--- src/rtl/alu_pkg.sv ---
// alu_pkg: op codes, ALU control encodings and sequencer states shared by the ALU front end.
package alu_pkg;
  localparam logic [2:0] OP_ADD = 3'd0;
  localparam logic [2:0] OP_SUB = 3'd1;
  localparam logic [2:0] OP_AND = 3'd2;
  localparam logic [2:0] OP_OR  = 3'd3;
  localparam logic [2:0] OP_NOR = 3'd4;
  localparam logic [2:0] OP_SLT = 3'd5;
  localparam logic [3:0] ALUOP_AND  = 4'b0000;
  localparam logic [3:0] ALUOP_OR   = 4'b0001;
  localparam logic [3:0] ALUOP_ADD  = 4'b0010;
  localparam logic [3:0] ALUOP_SLT  = 4'b0011;
  localparam logic [3:0] ALUOP_NEGB = 4'b0110;
  localparam logic [3:0] ALUOP_NOR  = 4'b1100;
  typedef enum logic [1:0] {IDLE, NEG, EXEC, RESP} state_t;
  // SUB reuses ADD because its right operand has already been negated
  function automatic logic [3:0] op_to_aluop(input logic [2:0] op);
    return (op == OP_ADD || op == OP_SUB) ? ALUOP_ADD :
           (op == OP_AND) ? ALUOP_AND :
           (op == OP_OR)  ? ALUOP_OR  :
           (op == OP_NOR) ? ALUOP_NOR :
           (op == OP_SLT) ? ALUOP_SLT : 4'b0000;
  endfunction
endpackage

--- src/rtl/alu_op_sequencer.sv ---
// alu_op_sequencer: valid/ready front end driving a carry-less ALU, with a negation pass for SUB/SLT.
module alu_op_sequencer
  import alu_pkg::*;
#(
  parameter int WIDTH = 32
) (
  input  logic             clk,
  input  logic             rst_n,
  input  logic             reqValid,
  output logic             reqReady,
  input  logic [2:0]       reqOp,
  input  logic [WIDTH-1:0] reqA,
  input  logic [WIDTH-1:0] reqB,
  output logic [3:0]       aluOp,
  output logic [WIDTH-1:0] aluLeft,
  output logic [WIDTH-1:0] aluRight,
  input  logic [WIDTH-1:0] aluResult,
  output logic             rspValid,
  input  logic             rspReady,
  output logic [WIDTH-1:0] rspResult,
  output logic             rspError
);
  state_t state, state_d;
  logic [2:0] op_q;
  logic [WIDTH-1:0] a_q, b_q;
  logic accept, two_pass, illegal;
  assign reqReady = state == IDLE;
  assign rspValid = state == RESP;
  assign accept   = reqValid && reqReady;
  assign two_pass = reqOp == OP_SUB || reqOp == OP_SLT;
  assign illegal  = reqOp > OP_SLT;
  // ALU inputs are held at zero outside NEG/EXEC so its outputs stay quiet
  always_comb begin
    aluOp    = state == NEG ? ALUOP_NEGB : state == EXEC ? op_to_aluop(op_q) : 4'b0000;
    aluLeft  = state == NEG ? WIDTH'(1) : state == EXEC ? a_q : '0;
    aluRight = (state == NEG || state == EXEC) ? b_q : '0;
  end
  always_comb begin
    state_d = state;
    case (state)
      IDLE: state_d = !reqValid ? IDLE : illegal ? RESP : two_pass ? NEG : EXEC;
      NEG:  state_d = EXEC;
      EXEC: state_d = RESP;
      RESP: state_d = rspReady ? IDLE : RESP;
      default: state_d = IDLE;
    endcase
  end
  always_ff @(posedge clk or negedge rst_n) begin
    if (!rst_n) begin
      state     <= IDLE;
      op_q      <= '0;
      a_q       <= '0;
      b_q       <= '0;
      rspResult <= '0;
      rspError  <= 1'b0;
    end else begin
      state <= state_d;
      if (accept) begin
        op_q <= reqOp;
        a_q  <= reqA;
        b_q  <= reqB;
        if (illegal) begin
          rspResult <= '0;
          rspError  <= 1'b1;
        end
      end
      if (state == NEG) b_q <= aluResult;
      if (state == EXEC) begin
        rspResult <= aluResult;
        rspError  <= 1'b0;
      end
    end
  end
endmodule
--- config.mk ---
export PLATFORM = sky130hd
export DESIGN_NAME = alu_op_sequencer
export DESIGN_NICKNAME = d
export VERILOG_FILES = /design/src/rtl/alu_pkg.sv /design/src/rtl/alu_op_sequencer.sv
export SDC_FILE = /design/constraint.sdc
export NUM_CORES = 1
export LEC_CHECK = 0
export ABC_CLOCK_PERIOD_IN_PS = 1400
export BUFFER_PORTS_ARGS = -buffer_cell sky130_fd_sc_hd__buf_4
export CORE_UTILIZATION = 43
export CTS_CLUSTER_DIAMETER = 40
export CTS_CLUSTER_SIZE = 24
export DETAILED_ROUTE_END_ITERATION = 10
export GPL_TIMING_DRIVEN = 0
export PLACE_DENSITY = 0.79
export SETUP_SLACK_MARGIN = 0.5
export SLEW_MARGIN = 10
export SYNTH_ARGS = -nofsm -noshare
export SYNTH_HDL_FRONTEND = slang
export SYNTH_SLANG_ARGS = --single-unit
--- constraint.sdc ---
create_clock -name clk -period 1.4 [get_ports clk]
set_input_delay 0 -clock clk [delete_from_list [all_inputs] [get_ports clk]]
set_output_delay 0 -clock clk [all_outputs]
set_load 0.03 [all_outputs]
After elaboration in Yosys (flattened, before gate mapping)
Index checks and enable logic that the tools add are counted.
- output and inout bits: 103
- word-level logic and storage cells: 50
- bits in registers: 102
- input bits: 103
- multiplexer cells: 23
- magnitude comparators: 1
- eq/ne operators: 10
- reductions and logical operators: 10
- operators with widths (kind ; count):
    2-to-1 mux 32 bit ; 8
    2-to-1 mux 4 bit ; 6
    2-to-1 mux 2 bit ; 5
    == test 3 bit, second input constant ; 3
    one-hot mux 2 bit (4 select lines) ; 1
    == test 3 x 1 -> 1 bit, second input constant ; 2
    == test 3 x 2 -> 1 bit, second input constant ; 2
    nonzero test 2 bit ; 3
    == test 2 bit, second input constant ; 2
    greater-than comparator 3 bit, second input constant ; 1
    logical NOT 3 bit ; 1
    logical OR 1 bit ; 3
    2-to-1 mux 1 bit ; 3
    == test 2 x 1 -> 1 bit, second input constant ; 1
    logical NOT 2 bit ; 1
    AND reduction 2 bit ; 1
    logical AND 1 bit ; 1

Longest topological paths before layout
Gate-level depths: netlist (run 1).
- word-level depth: 8
- mapped depth: 7

Least setup slack after synthesis (run 1)
Ideal clock, no wire load.
- path kind: flip-flop to output port
- start: register state[1]
- end: output aluOp[3]
- arrival: 1700 ps
- stages on the path, launching flop included: 6
- buffers on the path: 1
- setup slack: -300 ps
- path through: dfrtp_1 inv_1 ha_1 buf_2 nor2b_2 nor3b_1
- cells in the longest elaborated chain, start to end: 3
- elaborated cells on any way between the ends: 4
- classes of those cells: 2 x eq/ne; 2 x mux
- ends and longest elaborated chain (element ; RTL line ; source):
    start: declaration ; alu_op_sequencer.sv:23 ; state_t state, state_d;
    start signal: assignment ; alu_op_sequencer.sv:57 ; state <= state_d;
    == test 2 bit ; alu_op_sequencer.sv:34 ; aluOp = state == NEG ? ALUOP_NEGB : state == EXEC ? op_to_aluop(op_q) : 4'b0000;
    2-to-1 mux 4 bit ; alu_op_sequencer.sv:34 ;
    2-to-1 mux 4 bit (*) ; alu_op_sequencer.sv:34 ;
    end: declaration ; alu_op_sequencer.sv:14 ; output logic [3:0] aluOp,
Mark *: on every way between the ends. The rest lies on a longest branch, timed or not.

Worst setup path after layout (run 1)
- start: register state[1]
- end: output aluRight[28]
- cells in the longest elaborated chain, start to end: 3
- elaborated cells on any way between the ends: 4
- classes of those cells: 2 x eq/ne; 1 x mux; 1 x reduce/logical
- ends and longest elaborated chain (element ; RTL line ; source):
    == test 2 x 1 -> 1 bit or == test 2 bit (tied branches) ; alu_op_sequencer.sv:36 ; aluRight = (state == NEG || state == EXEC) ? b_q : '0;
    logical OR 1 bit (*) ; alu_op_sequencer.sv:36 ;
    2-to-1 mux 32 bit (*) ; alu_op_sequencer.sv:36 ;
    end: declaration ; alu_op_sequencer.sv:16 ; output logic [WIDTH-1:0] aluRight,
Marks and branches as above.

==> results of run 1 <==
==> cells in the mapped netlist (5+ instances only) <==
| library cell | instances |
|---|---|
| mux2_2 | 35 |
| nand2_1 | 35 |
| buf_6 | 7 |
| a22o_1 | 32 |
| ha_1 | 5 |
| o21ai_0 | 5 |
| dfrtp_1 | 102 |
| buf_2 | 6 |
| o21ai_1 | 30 |
| and2_1 | 63 |
| clkbuf_1 | 9 |
| mux2i_1 | 32 |
==> worst max-delay path by stage <==
stage                        start       endpoint  slack (ps)
after CTS                 state[0]    aluRight[7]        -380
after detailed placement  state[1]        b_q[24]        -210
after global placement    state[1]        b_q[22]        -160
after global routing      state[1]    aluRight[5]        -540
after floorplan           state[1]  rspResult[10]          10
final                     state[1]   aluRight[28]        -480
==> routing by layer <==
metal	GRT usage, %	wire, microns	vias up
li1	-	-	2093
met1	37.2	8380	2629
met2	67.0	12300	355
met3	6.93	1690	138
met4	19.9	1510	0
met5	0	0	-
==> registers in the layout (all words and copies together) (netlist names) <==
| signal | cells |
|---|---|
| op_q | 3 |
| a_q | 32 |
| state | 2 |
| rspResult | 32 |
| b_q | 32 |
| rspError | 1 |
==> power by group <==
part           internal, mW  switching, mW  total [mW]
sequential             4.43           1.32        5.75
clock                 0.927           1.13        2.06
combinational          9.05           8.36        17.4
==> layout make-up <==
cell class	instances	area, sq um
Tap cell	136	170
Clock buffer	13	159
Fill cell	353	820
Multi-Input combinational cell	254	2460
Buffer	27	365
Inverter	3	15.0
Timing Repair Buffer	371	3780
Sequential cell	102	2550
Clock inverter	3	42.5
Antenna cell	1	2.50
==> critical path, cell delays in order (launching register included) <==
cell	delay [ps]
dfrtp_1	410
inv_2	70
buf_4	160
ha_4	380
clkbuf_8	190
and2_4	150
buf_6	130
==> through the flow <==
| step | cell area, sq um | utilization, % | cells | hold WS [ps] |
|---|---|---|---|---|
| finish | 9550 | 92.1 | 910 | 97.1 |
| global route | 9550 | 92.1 | 909 | 108 |
| CTS | 9130 | 88.0 | 890 | -43.8 |
| detailed placement | 6660 | 64.2 | 727 | 230 |
| global placement | 6660 | 64.2 | 727 | 226 |
| floorplan | 4950 | - | 386 | -296 |
==> logic make-up after synthesis <==
family,share of synthesized area [%]
AND/OR/NAND/NOR,13.3
flip-flops,55.3
AO/OA/AOI/OAI,10.3
multiplexers,15.5
buffers and inverters,3.99
adder cells (fa/ha/maj),1.36
XOR/XNOR,0.190
==> what timing repair did <==
action,in CTS,in global routing
cloned,15,0
resized for setup,183,55
hold buffers,101,1
buffers inserted,31,17
endpoints found under the hold margin,203,53
pin swaps,10,7
setup endpoints to repair,205,205
==> results.md, run 1 <==
Layout:
- The top cell types in the final layout, fill and taps aside, are buf_4, buf_6, dlygate4sd3_1, dfrtp_1, and2_4.
- The post-route netlist has 57.8% of its cells at a drive strength greater than 1.
- The most common library cell in the layout ignoring fill and taps is buf_4.
- The net count reported at finish is 876.
- The layout overhead on the synthesized area is 107%.

Clocking:
- The H-tree was split into 3 levels.
- The clock insertion delay at the later pin of the skew report is 380 ps.
- TritonCTS built the clock tree.
- Counting every sink on the clock net gives 102.
- The root buffer cell is clkbuf_8.
- The clock transition time at the flip-flop clock pins of the worst setup and hold paths is 110 ps.
- The buffer levels on the longest clock path is 2.
- The number of clock buffers added by TritonCTS is 9.

Worst setup path:
- The worst register-to-register path has a setup slack of -450 ps.
- The number of cells on the worst reg-to-reg path is 9.
- The worst register-to-register path begins at state[0].
- The worst setup path is launched from a flop.
- The worst path arrival time is 1880 ps.
- The setup path with the least slack is of type flop to primary output.
- The biggest fanout along the worst timing path is 8.
- STA puts the critical path data required time at 1400 ps.
- The worst register-to-register path ends at b_q[11].
- STA classifies the critical path endpoint as a primary output.

Synthesis:
- The biggest area contributor in the post-synthesis netlist is dfrtp_1.
- The share of synthesized flip-flops with an asynchronous set or reset is 100%.
- The number of nets in the synthesized netlist is 494.
- The most used flip-flop cell after synthesis is dfrtp_1.
- Summed over its instances, the top area cell type makes up 55.3% of the synthesized netlist area.
- After technology mapping, the gate count stands at 386.
- After synthesis, the cell types taking the most area are dfrtp_1, and2_1, mux2_2.
- The mean area per synthesized cell is 11.9 sq um.
- The synthesized cell area is 4610 sq um.
- Counting flops with a built-in enable in the synthesized netlist gives 0.
- The total of flip-flops plus latches after synthesis is 102.
- During synthesis, Yosys emitted a total of 0 warnings.
- The number of distinct library cells after synthesis is 28.
- The proportion of synthesized chip area in sequential cells is 55.3%.

STA:
- Across the routed clock network, the largest skew measured is 18.3 ps.
- The final-report max-slew violation count is 0.
- The fraction of the cycle the final worst path needs is 134%.
- In the final timing run, aggregate negative setup slack is -64400 ps.
- The worst-case headroom to the max-slew limit is 58.1%.
- The total count of hold-check failures in the final report is 0.
- Setup repair after global routing could not meet its margin everywhere.
- The slew at the pin closest to its max-slew limit is 628 ps.
- The post-layout minimum cycle time is 1880 ps.
- The worst path setup slack after routing is -482 ps.
- The final count of negative-setup-slack endpoints is 169.
- Static timing analysis puts the maximum clock frequency at 531 MHz.

Routing:
- In the final routed layout, each cell accounts on average for 26.2 microns.
- The first TritonRoute pass finished after 5 iterations.
- The detail route stage leaves a number of antenna-violating nets equal to 0.
- After detailed routing, the number of vias per cell comes to 5.73.
- The residual DRC count is 0.
- For this block, the routed nets add up to 23.8 mm of wire.
- The number of violations reported at the end of detailed-routing iteration 0 is 313.
- The via count is 5215.

GRT:
- Global routing consumed, over all layers together, 35.8% of the routing resources.
- The first-pass GRT wire length is 29.8 mm.
- For this run the aggregate overflow at the end of global routing stands at 0.
- The initial antenna violation count is 0.
- The largest net degree at the start of global routing is 103.
- The number of global-route vias before repair came to 5512.

Outcome:
- The run finished, with violations left.
- The final reports fail on setup timing.

Floorplanning:
- The I/O pin count is 206.
- The full die area is 11100 sq um.
- Measured along the x axis, the die boundary spans 106 microns.
- The area of the core region is 10400 sq um.
- Once the floorplan was initialized, standard cells occupied 44.5% of the core.
- The die height is 106 microns.
- The count of standard-cell rows is 37.

Place:
- The congestion estimate from routability-driven global placement came to 0.792.
- The post-DP HPWL is 8.91 mm.
- The worst slack after detailed placement is -214 ps.
- During placement, the flow inserted port buffers numbering 205.

Power:
- The analysis attributes to cell leakage a power of 4.72 nW.
- Across the VDD grid, the largest voltage drop is 1.80 mV.
- Power spread over the standard cell area amounts to 2640 nW/um^2.
- The design draws 25.2 mW.

Hold path:
- The endpoint of the worst hold-timing path is rspError.
- In this run the most critical hold path is launched from reqOp[1].
- The worst hold path was traced through 4 stages.
- The path class of the tightest hold or removal check is input port to flop.

Job:
- Max-cap violations in this run came to 0.
Power figures use the tool's default switching activity.
==> inputs of run 2 (changes only) <==
Settings changed: CORE_UTILIZATION 43 to 44, CTS_BUF_LIST from default to sky130_fd_sc_hd__clkbuf_8, PLACE_DENSITY 0.79 to 0.8.
==> run 2 against run 1 <==
Net effect: the flow still finishes with violations (setup timing); sequential share of layout area increased by 1.1 points; sequential power decreased by 2%; critical path depth increased by 2; final cell count decreased by 1.2%; setup slack got worse by 21 ps; global-route usage decreased by 0.16 points; worst hold slack got worse by 1.2 ps; clock skew about the same; clock-buffer cell count decreased by 2.
==> results.md, run 2 (synthesis results as in run 1) <==
GRT:
- The initial antenna violation count is 0 (unchanged).
- The first-pass GRT wire length was 29.4 mm (was 29.8 mm).
- The remaining global-route overflow is 0 (unchanged).
- The all-layer global routing usage is 35.6% (was 35.8%).
- The number of global-route vias before repair was 5419 (was 5512).
- The largest net degree at the start of global routing is 103 (unchanged).

Floorplanning:
- The area of the core region is 10200 sq um (was 10400 sq um).
- The count of standard-cell rows is 37 (unchanged).
- The I/O pin count is 206 (unchanged).
- The die height is 104 microns (was 106 microns).
- The width of the chip is 104 microns (was 106 microns).
- The starting utilization of the core area is 45.1% (was 44.5%).
- The full die area is 10900 sq um (was 11100 sq um).

Clocking:
- The number of buffers inserted during clock tree synthesis is 9 (unchanged).
- The clock transition time at the flip-flop clock pins of the worst setup and hold paths is 110 ps (about the same).
- The root buffer cell is clkbuf_8 (unchanged).
- The TritonCTS clock tree is yes (unchanged).
- The buffer levels on the longest clock path came to 2 (unchanged).
- The clock insertion delay at the later pin of the skew report is 380 ps (about the same).
- The H-tree level count came to 3 (unchanged).
- The TritonCTS sink count is 102 (unchanged).

Worst setup path:
- The kind of critical path was flop to primary output (unchanged).
- The nature of the critical path startpoint is a flop (unchanged).
- The required time of the worst setup path is 1400 ps (about the same).
- The stage delay of the slowest cell on the critical path was 420 ps (was 410 ps).
- The biggest fanout along the worst timing path is 9 (was 8).
- The endpoint class of the critical path is a primary output (unchanged).
- The register-to-register path setup slack is -400 ps (was -450 ps).
- Cell-by-cell listing of the critical path: inv_2 > ha_4 > buf_8 > nor2b_4 > buf_12 > clkbuf_8 > and2_4 > buf_6 (was inv_2 > buf_4 > ha_4 > clkbuf_8 > and2_4 > buf_6).
- The worst path arrival time was 1900 ps (was 1880 ps).
- The cell type of the slowest stage on the worst timing path is dfrtp_1 (unchanged).

Layout:
- The number of filler instances in the final layout is 413 (was 353).
- The ratio of cells with drive above 1 in the final layout is 54.7% (was 57.8%).
- The area taken by flip-flops and latches came to 2550 sq um (about the same).
- The layout overhead on the synthesized area came to 98.6% (was 107%).
- Leading registers by flop count: a_q (32), b_q (32), rspResult (32) (unchanged).
- Leading cell types in the layout, fill and taps excluded: buf_4, buf_6, dfrtp_1, dlygate4sd3_1, and2_4 (was buf_4, buf_6, dlygate4sd3_1, dfrtp_1, and2_4).
- The net count reported at finish is 868 (was 876).
- The number of antenna cells inserted is 0 (was 1).
- The area of combinational cells with multiple inputs is 2250 sq um (was 2460 sq um).
- The final instance area came to 9160 sq um (was 9550 sq um).
- The most common library cell in the layout ignoring fill and taps is buf_4 (unchanged).
- The number of standard cells in the final layout excluding fillers is 899 (was 910).

Job:
- The total of max-cap violations came to 0 (unchanged).

Place:
- The post-DP HPWL is 9.06 mm (was 8.91 mm).
- The routability congestion estimate from global placement is 0.779 (was 0.792).
- The cell count after placement came to 727 (unchanged).
- The post-placement cell area is 6660 sq um (unchanged).
- The worst slack after detailed placement was -222 ps (was -214 ps).
- The port buffer count came to 205 (unchanged).

STA:
- The highest attainable clock frequency came to 525 MHz (was 531 MHz).
- Unrepaired setup endpoints after global routing: true (unchanged).
- The fraction of the cycle the final worst path needs was 136% (was 134%).
- The setup TNS is -59610 ps (was -64400 ps).
- The worst clock skew on the final layout is 18.7 ps (was 18.3 ps).
- The final-report max-slew violation count is 0 (unchanged).
- The worst path setup slack after routing is -503 ps (was -482 ps).
- The total count of hold-check failures in the final report was 0 (unchanged).
- The post-layout minimum cycle time came to 1900 ps (was 1880 ps).
- The slew at the pin closest to its max-slew limit is 515 ps (was 628 ps).
- The final count of negative-setup-slack endpoints is 170 (was 169).
- The worst-case headroom to the max-slew limit is 65.7% (was 58.1%).

Routing:
- The final antenna-violating net count was 0 (unchanged).
- The via count normalized by instance count is 5.39 (was 5.73).
- The residual DRC count is 0 (unchanged).
- The number of violations reported at the end of detailed-routing iteration 0 is 257 (was 313).
- The detailed-route wire length came to 20.3 mm (was 23.8 mm).
- The final routed wire length divided by cell count is 22.6 microns (was 26.2 microns).
- The number of optimization iterations in the first detailed-route pass came to 5 (unchanged).
- The via count is 4844 (was 5215).

Power:
- The leakage component of the power is 4.60 nW (was 4.72 nW).
- The maximum resistive drop on vdd is 1.44 mV (was 1.80 mV).
- The total power density per cell area is 2550 nW/um^2 (was 2640 nW/um^2).

Outcome:
- Violated checks: setup timing (unchanged).
- Result of the run: finished, violations left (unchanged).

Hold path:
- The worst min-delay path class is input port to flop (unchanged).
run 2: what timing repair did:
action | in CTS | in global routing
cloned | 11 | 0
resized for setup | 172 | 12
hold endpoints to repair | 203 | 102
pin swaps | 6 | 0
hold buffers | 100 | 2
setup endpoints to repair | 205 | 205
buffers inserted | 38 | 6
run 2: area by class of cell:
cell class / instances / share of cell area, %
clock buffers: 11 / 1.65
plain buffers: 27 / 4.06
repair buffers: 363 / 39.4
inverters: 3 / 0.164
well taps: 136 / 1.86
multi-input cells: 254 / 24.6
clock inverters: 3 / 0.410
flip-flops and latches: 102 / 27.9
run 2: critical path, delay by kind of cell (launching register included):
family	cells	cell delay [ps]
AND/OR/NAND/NOR	2	280
adder cells (fa/ha/maj)	1	170
buffers and inverters	5	650
flip-flops	1	420
run 2: final timing paths:
| path | from | endpoint | depth (start not counted) |
|---|---|---|---|
| max | state[1] | aluLeft[23] | 8 |
| min | reqOp[1] | rspError | 4 |
| max reg2reg | state[1] | b_q[29] | 9 |
| min reg2reg | a_q[18] | a_q[18] | 1 |
| max in group asynchronous | rst_n | rspResult[23] | 3 |
| min in group asynchronous | rst_n | rspResult[24] | 3 |
run 2: layer usage:
layer / global-route usage (%) / part of all wire (%) / wire length [microns] / vias to the layer above
met5: 0 / 0 / 0 / -
met4: 18.7 / 4.8 / 979 / 0
met3: 7.89 / 6.1 / 1250 / 75
met2: 64.8 / 53 / 10800 / 270
met1: 38.3 / 36 / 7330 / 2432
li1: - / - / - / 2067
run 2: power by group:
part / leakage, nW / switching, mW / internal (mW) / total, mW
clock network: 0.104 / 1.06 / 0.897 / 1.96
registers: 1.24 / 1.18 / 4.43 / 5.61
logic: 3.26 / 7.62 / 8.19 / 15.8
total: 4.60 / 9.86 / 13.5 / 23.4
run 2: through the flow:
step / power [mW] / hold slack (ps) / utilization [%]
after CTS: 22.2 / -36.1 / 88.4
final: 23.4 / 95.9 / 89.5
after detailed placement: 16.8 / 229 / 65.1
after global routing: 24.1 / 100 / 89.5
after global placement: 16.5 / 225 / 65.1
after floorplan: 13.2 / -296 / -
==> inputs of run 3 (changes only) <==
Settings changed: GPL_TIMING_DRIVEN 0 to default.
==> run 3 against run 2 <==
Net effect: the run still ends with setup timing left; final area is 3.7% higher; critical path depth decreased by 1; fmax down 1.5%; global-route usage down 0.62 points; register-to-register slack got worse by 60 ps; critical path type unchanged; final cell count down 0.22%.
==> results.md, run 3 (synthesis results as in run 1) <==
Routing:
- The via count was 5115 (was 4844).
- The final antenna-violating net count came to 0 (unchanged).
- The number of violations reported at the end of detailed-routing iteration 0 came to 387 (was 257).
- The via count normalized by instance count is 5.70 (was 5.39).
- The residual DRC count is 0 (unchanged).
- The number of optimization iterations in the first detailed-route pass is 7 (was 5).
- The final routed wire length divided by cell count came to 26.4 microns (was 22.6 microns).
- The detailed-route wire length was 23.6 mm (was 20.3 mm).

Layout:
- The area taken by flip-flops and latches is 2550 sq um (unchanged).
- The utilization after layout is 92.8% (was 89.5%).
- The most common library cell in the layout ignoring fill and taps is buf_6 (was buf_4).
- Leading cell types in the layout, fill and taps excluded: buf_6, buf_4, dfrtp_1, dlygate4sd3_1, and2_4 (was buf_4, buf_6, dfrtp_1, dlygate4sd3_1, and2_4).
- The number of standard cells in the final layout excluding fillers was 897 (was 899).
- The ratio of cells with drive above 1 in the final layout came to 55.7% (was 54.7%).
- The area of combinational cells with multiple inputs came to 2340 sq um (was 2250 sq um).
- The net count reported at finish is 865 (was 868).
- The number of filler instances in the final layout is 309 (was 413).
- The layout overhead on the synthesized area is 106% (was 98.6%).
- Leading registers by flop count: a_q (32), b_q (32), rspResult (32) (unchanged).

Hold path:
- The worst min-delay path class is input port to flop (unchanged).
- The instance count along the most critical hold path came to 4 (unchanged).

STA:
- The final-report max-slew violation count was 0 (unchanged).
- The post-layout minimum cycle time came to 1930 ps (was 1900 ps).
- The total count of hold-check failures in the final report is 0 (unchanged).
- The worst-case headroom to the max-slew limit came to 62.6% (was 65.7%).
- The worst path setup slack after routing is -533 ps (was -503 ps).
- Unrepaired setup endpoints after global routing: true (unchanged).
- The fraction of the cycle the final worst path needs is 138% (was 136%).
- The slew at the pin closest to its max-slew limit is 560 ps (was 515 ps).
- The highest attainable clock frequency is 517 MHz (was 525 MHz).
- The worst clock skew on the final layout is 15.6 ps (was 18.7 ps).
- The final count of negative-setup-slack endpoints came to 171 (was 170).

Outcome:
- Result of the run: finished, violations left (unchanged).
- Violated checks: setup timing (unchanged).

Worst setup path:
- The nature of the critical path startpoint was a flop (unchanged).
- The stage delay of the slowest cell on the critical path came to 420 ps (about the same).
- The cell count of the worst reg-to-reg path is 10 (was 9).
- The required time of the worst setup path was 1400 ps (about the same).
- The buffer and inverter count on the worst path is 4 (was 5).
- The kind of critical path is flop to primary output (unchanged).
- The endpoint class of the critical path is a primary output (unchanged).
- The total number of cells along the worst setup path is 7 (was 8).
- The cell type group with the largest total delay on the critical path is buffers and inverters (unchanged).
- The worst path arrival time is 1930 ps (was 1900 ps).
- The biggest fanout along the worst timing path is 6 (was 9).
- The most numerous cell on the critical path is buf_6.
- Cell-by-cell listing of the critical path: inv_2 > ha_4 > nor2b_4 > buf_6 > clkbuf_16 > and2_4 > buf_6 (was inv_2 > ha_4 > buf_8 > nor2b_4 > buf_12 > clkbuf_8 > and2_4 > buf_6).
- The cell type of the slowest stage on the worst timing path is dfrtp_1 (unchanged).

Floorplanning:
- The die height is 104 microns (unchanged).
- The starting utilization of the core area is 45.1% (unchanged).
- The width of the chip was 104 microns (unchanged).
- The count of standard-cell rows came to 37 (unchanged).
- The I/O pin count was 206 (unchanged).
- The full die area was 10900 sq um (unchanged).
- The area of the core region is 10200 sq um (unchanged).

Place:
- The cell count after placement came to 718 (was 727).
- The port buffer count is 205 (unchanged).
- The worst slack after detailed placement is -264 ps (was -222 ps).
- The post-DP HPWL came to 8.55 mm (was 9.06 mm).
- The routability congestion estimate from global placement is 0.821 (was 0.779).

Clocking:
- The TritonCTS sink count is 102 (unchanged).
- The number of buffers inserted during clock tree synthesis is 9 (unchanged).
- The TritonCTS clock tree is yes (unchanged).
- The root buffer cell was clkbuf_8 (unchanged).
- The clock transition time at the flip-flop clock pins of the worst setup and hold paths came to 110 ps (about the same).
- The H-tree level count is 3 (unchanged).
- The clock insertion delay at the later pin of the skew report was 390 ps (was 380 ps).
- The buffer levels on the longest clock path came to 2 (unchanged).

GRT:
- The initial antenna violation count came to 1 (was 0).
- The largest net degree at the start of global routing is 103 (unchanged).
- The remaining global-route overflow is 0 (unchanged).
- The first-pass GRT wire length is 28.7 mm (was 29.4 mm).
- The all-layer global routing usage is 35.0% (was 35.6%).
- The number of global-route vias before repair is 5167 (was 5419).

Power:
- The leakage component of the power is 4.70 nW (was 4.60 nW).
- The maximum resistive drop on vdd was 1.67 mV (was 1.44 mV).
- The total power density per cell area is 2710 nW/um^2 (was 2550 nW/um^2).

Job:
- The total of max-cap violations came to 0 (unchanged).
## run 3: final timing paths
kind / endpoint / from / slack [ps]
worst max-delay path: aluLeft[17] / state[0] / -530
worst min-delay path: rspError / reqOp[1] / 150
worst max register to register: b_q[31] / state[1] / -460
worst min register to register: a_q[26] / a_q[26] / 530
max in group asynchronous: b_q[0] / rst_n / 740
min in group asynchronous: a_q[3] / rst_n / 210
## run 3: tightest hold or removal path, stage by stage
cell    delay, ps
buf_4         120
and4_4        210
nor2_1        100
nor2_1         60
## run 3: per-layer routing
layer	vias to the layer above	global-route usage, %	share of wire [%]
met3	125	7.14	7.8
met2	383	62.5	51
met1	2534	39.1	35
li1	2073	-	-
met5	-	0	0
met4	0	18.2	6.6
## run 3: final cells by class
type,instances,area share [%]
diodes,1,0.0264
well taps,136,1.79
clock inverters,5,1.07
flip-flops and latches,102,26.9
repair buffers,386,44.1
inverters,3,0.158
clock buffers,9,1.30
multi-input cells,255,24.6
## run 3: timing repair
action / 4_1_cts / 5_1_grt
resized for setup: 169 / 28
pin swaps: 10 / 9
gates cloned: 12 / 5
buffers inserted: 37 / 8
endpoints found under the hold margin: 203 / 0
hold buffers: 102 / 0
endpoints found under the setup margin: 205 / 205
## run 3: power by group
part	leakage, nW	total, mW	switching, mW	internal, mW
clock	0.113	2.31	1.15	1.17
combinational	3.35	17.7	8.37	9.33
sequential	1.24	5.76	1.33	4.43
## run 3: stage by stage
stage	area [sq um]	hold slack, ps	setup TNS, ps	total power, mW
2_1_floorplan	4950	-296	0	13.2
3_3_place_gp	6640	101	-8740	16.4
3_5_place_dp	6640	107	-12470	16.7
4_1_cts	9180	103	-31910	23.1
5_1_grt	9500	159	-68500	26.4
6_report	9500	152	-65070	25.8
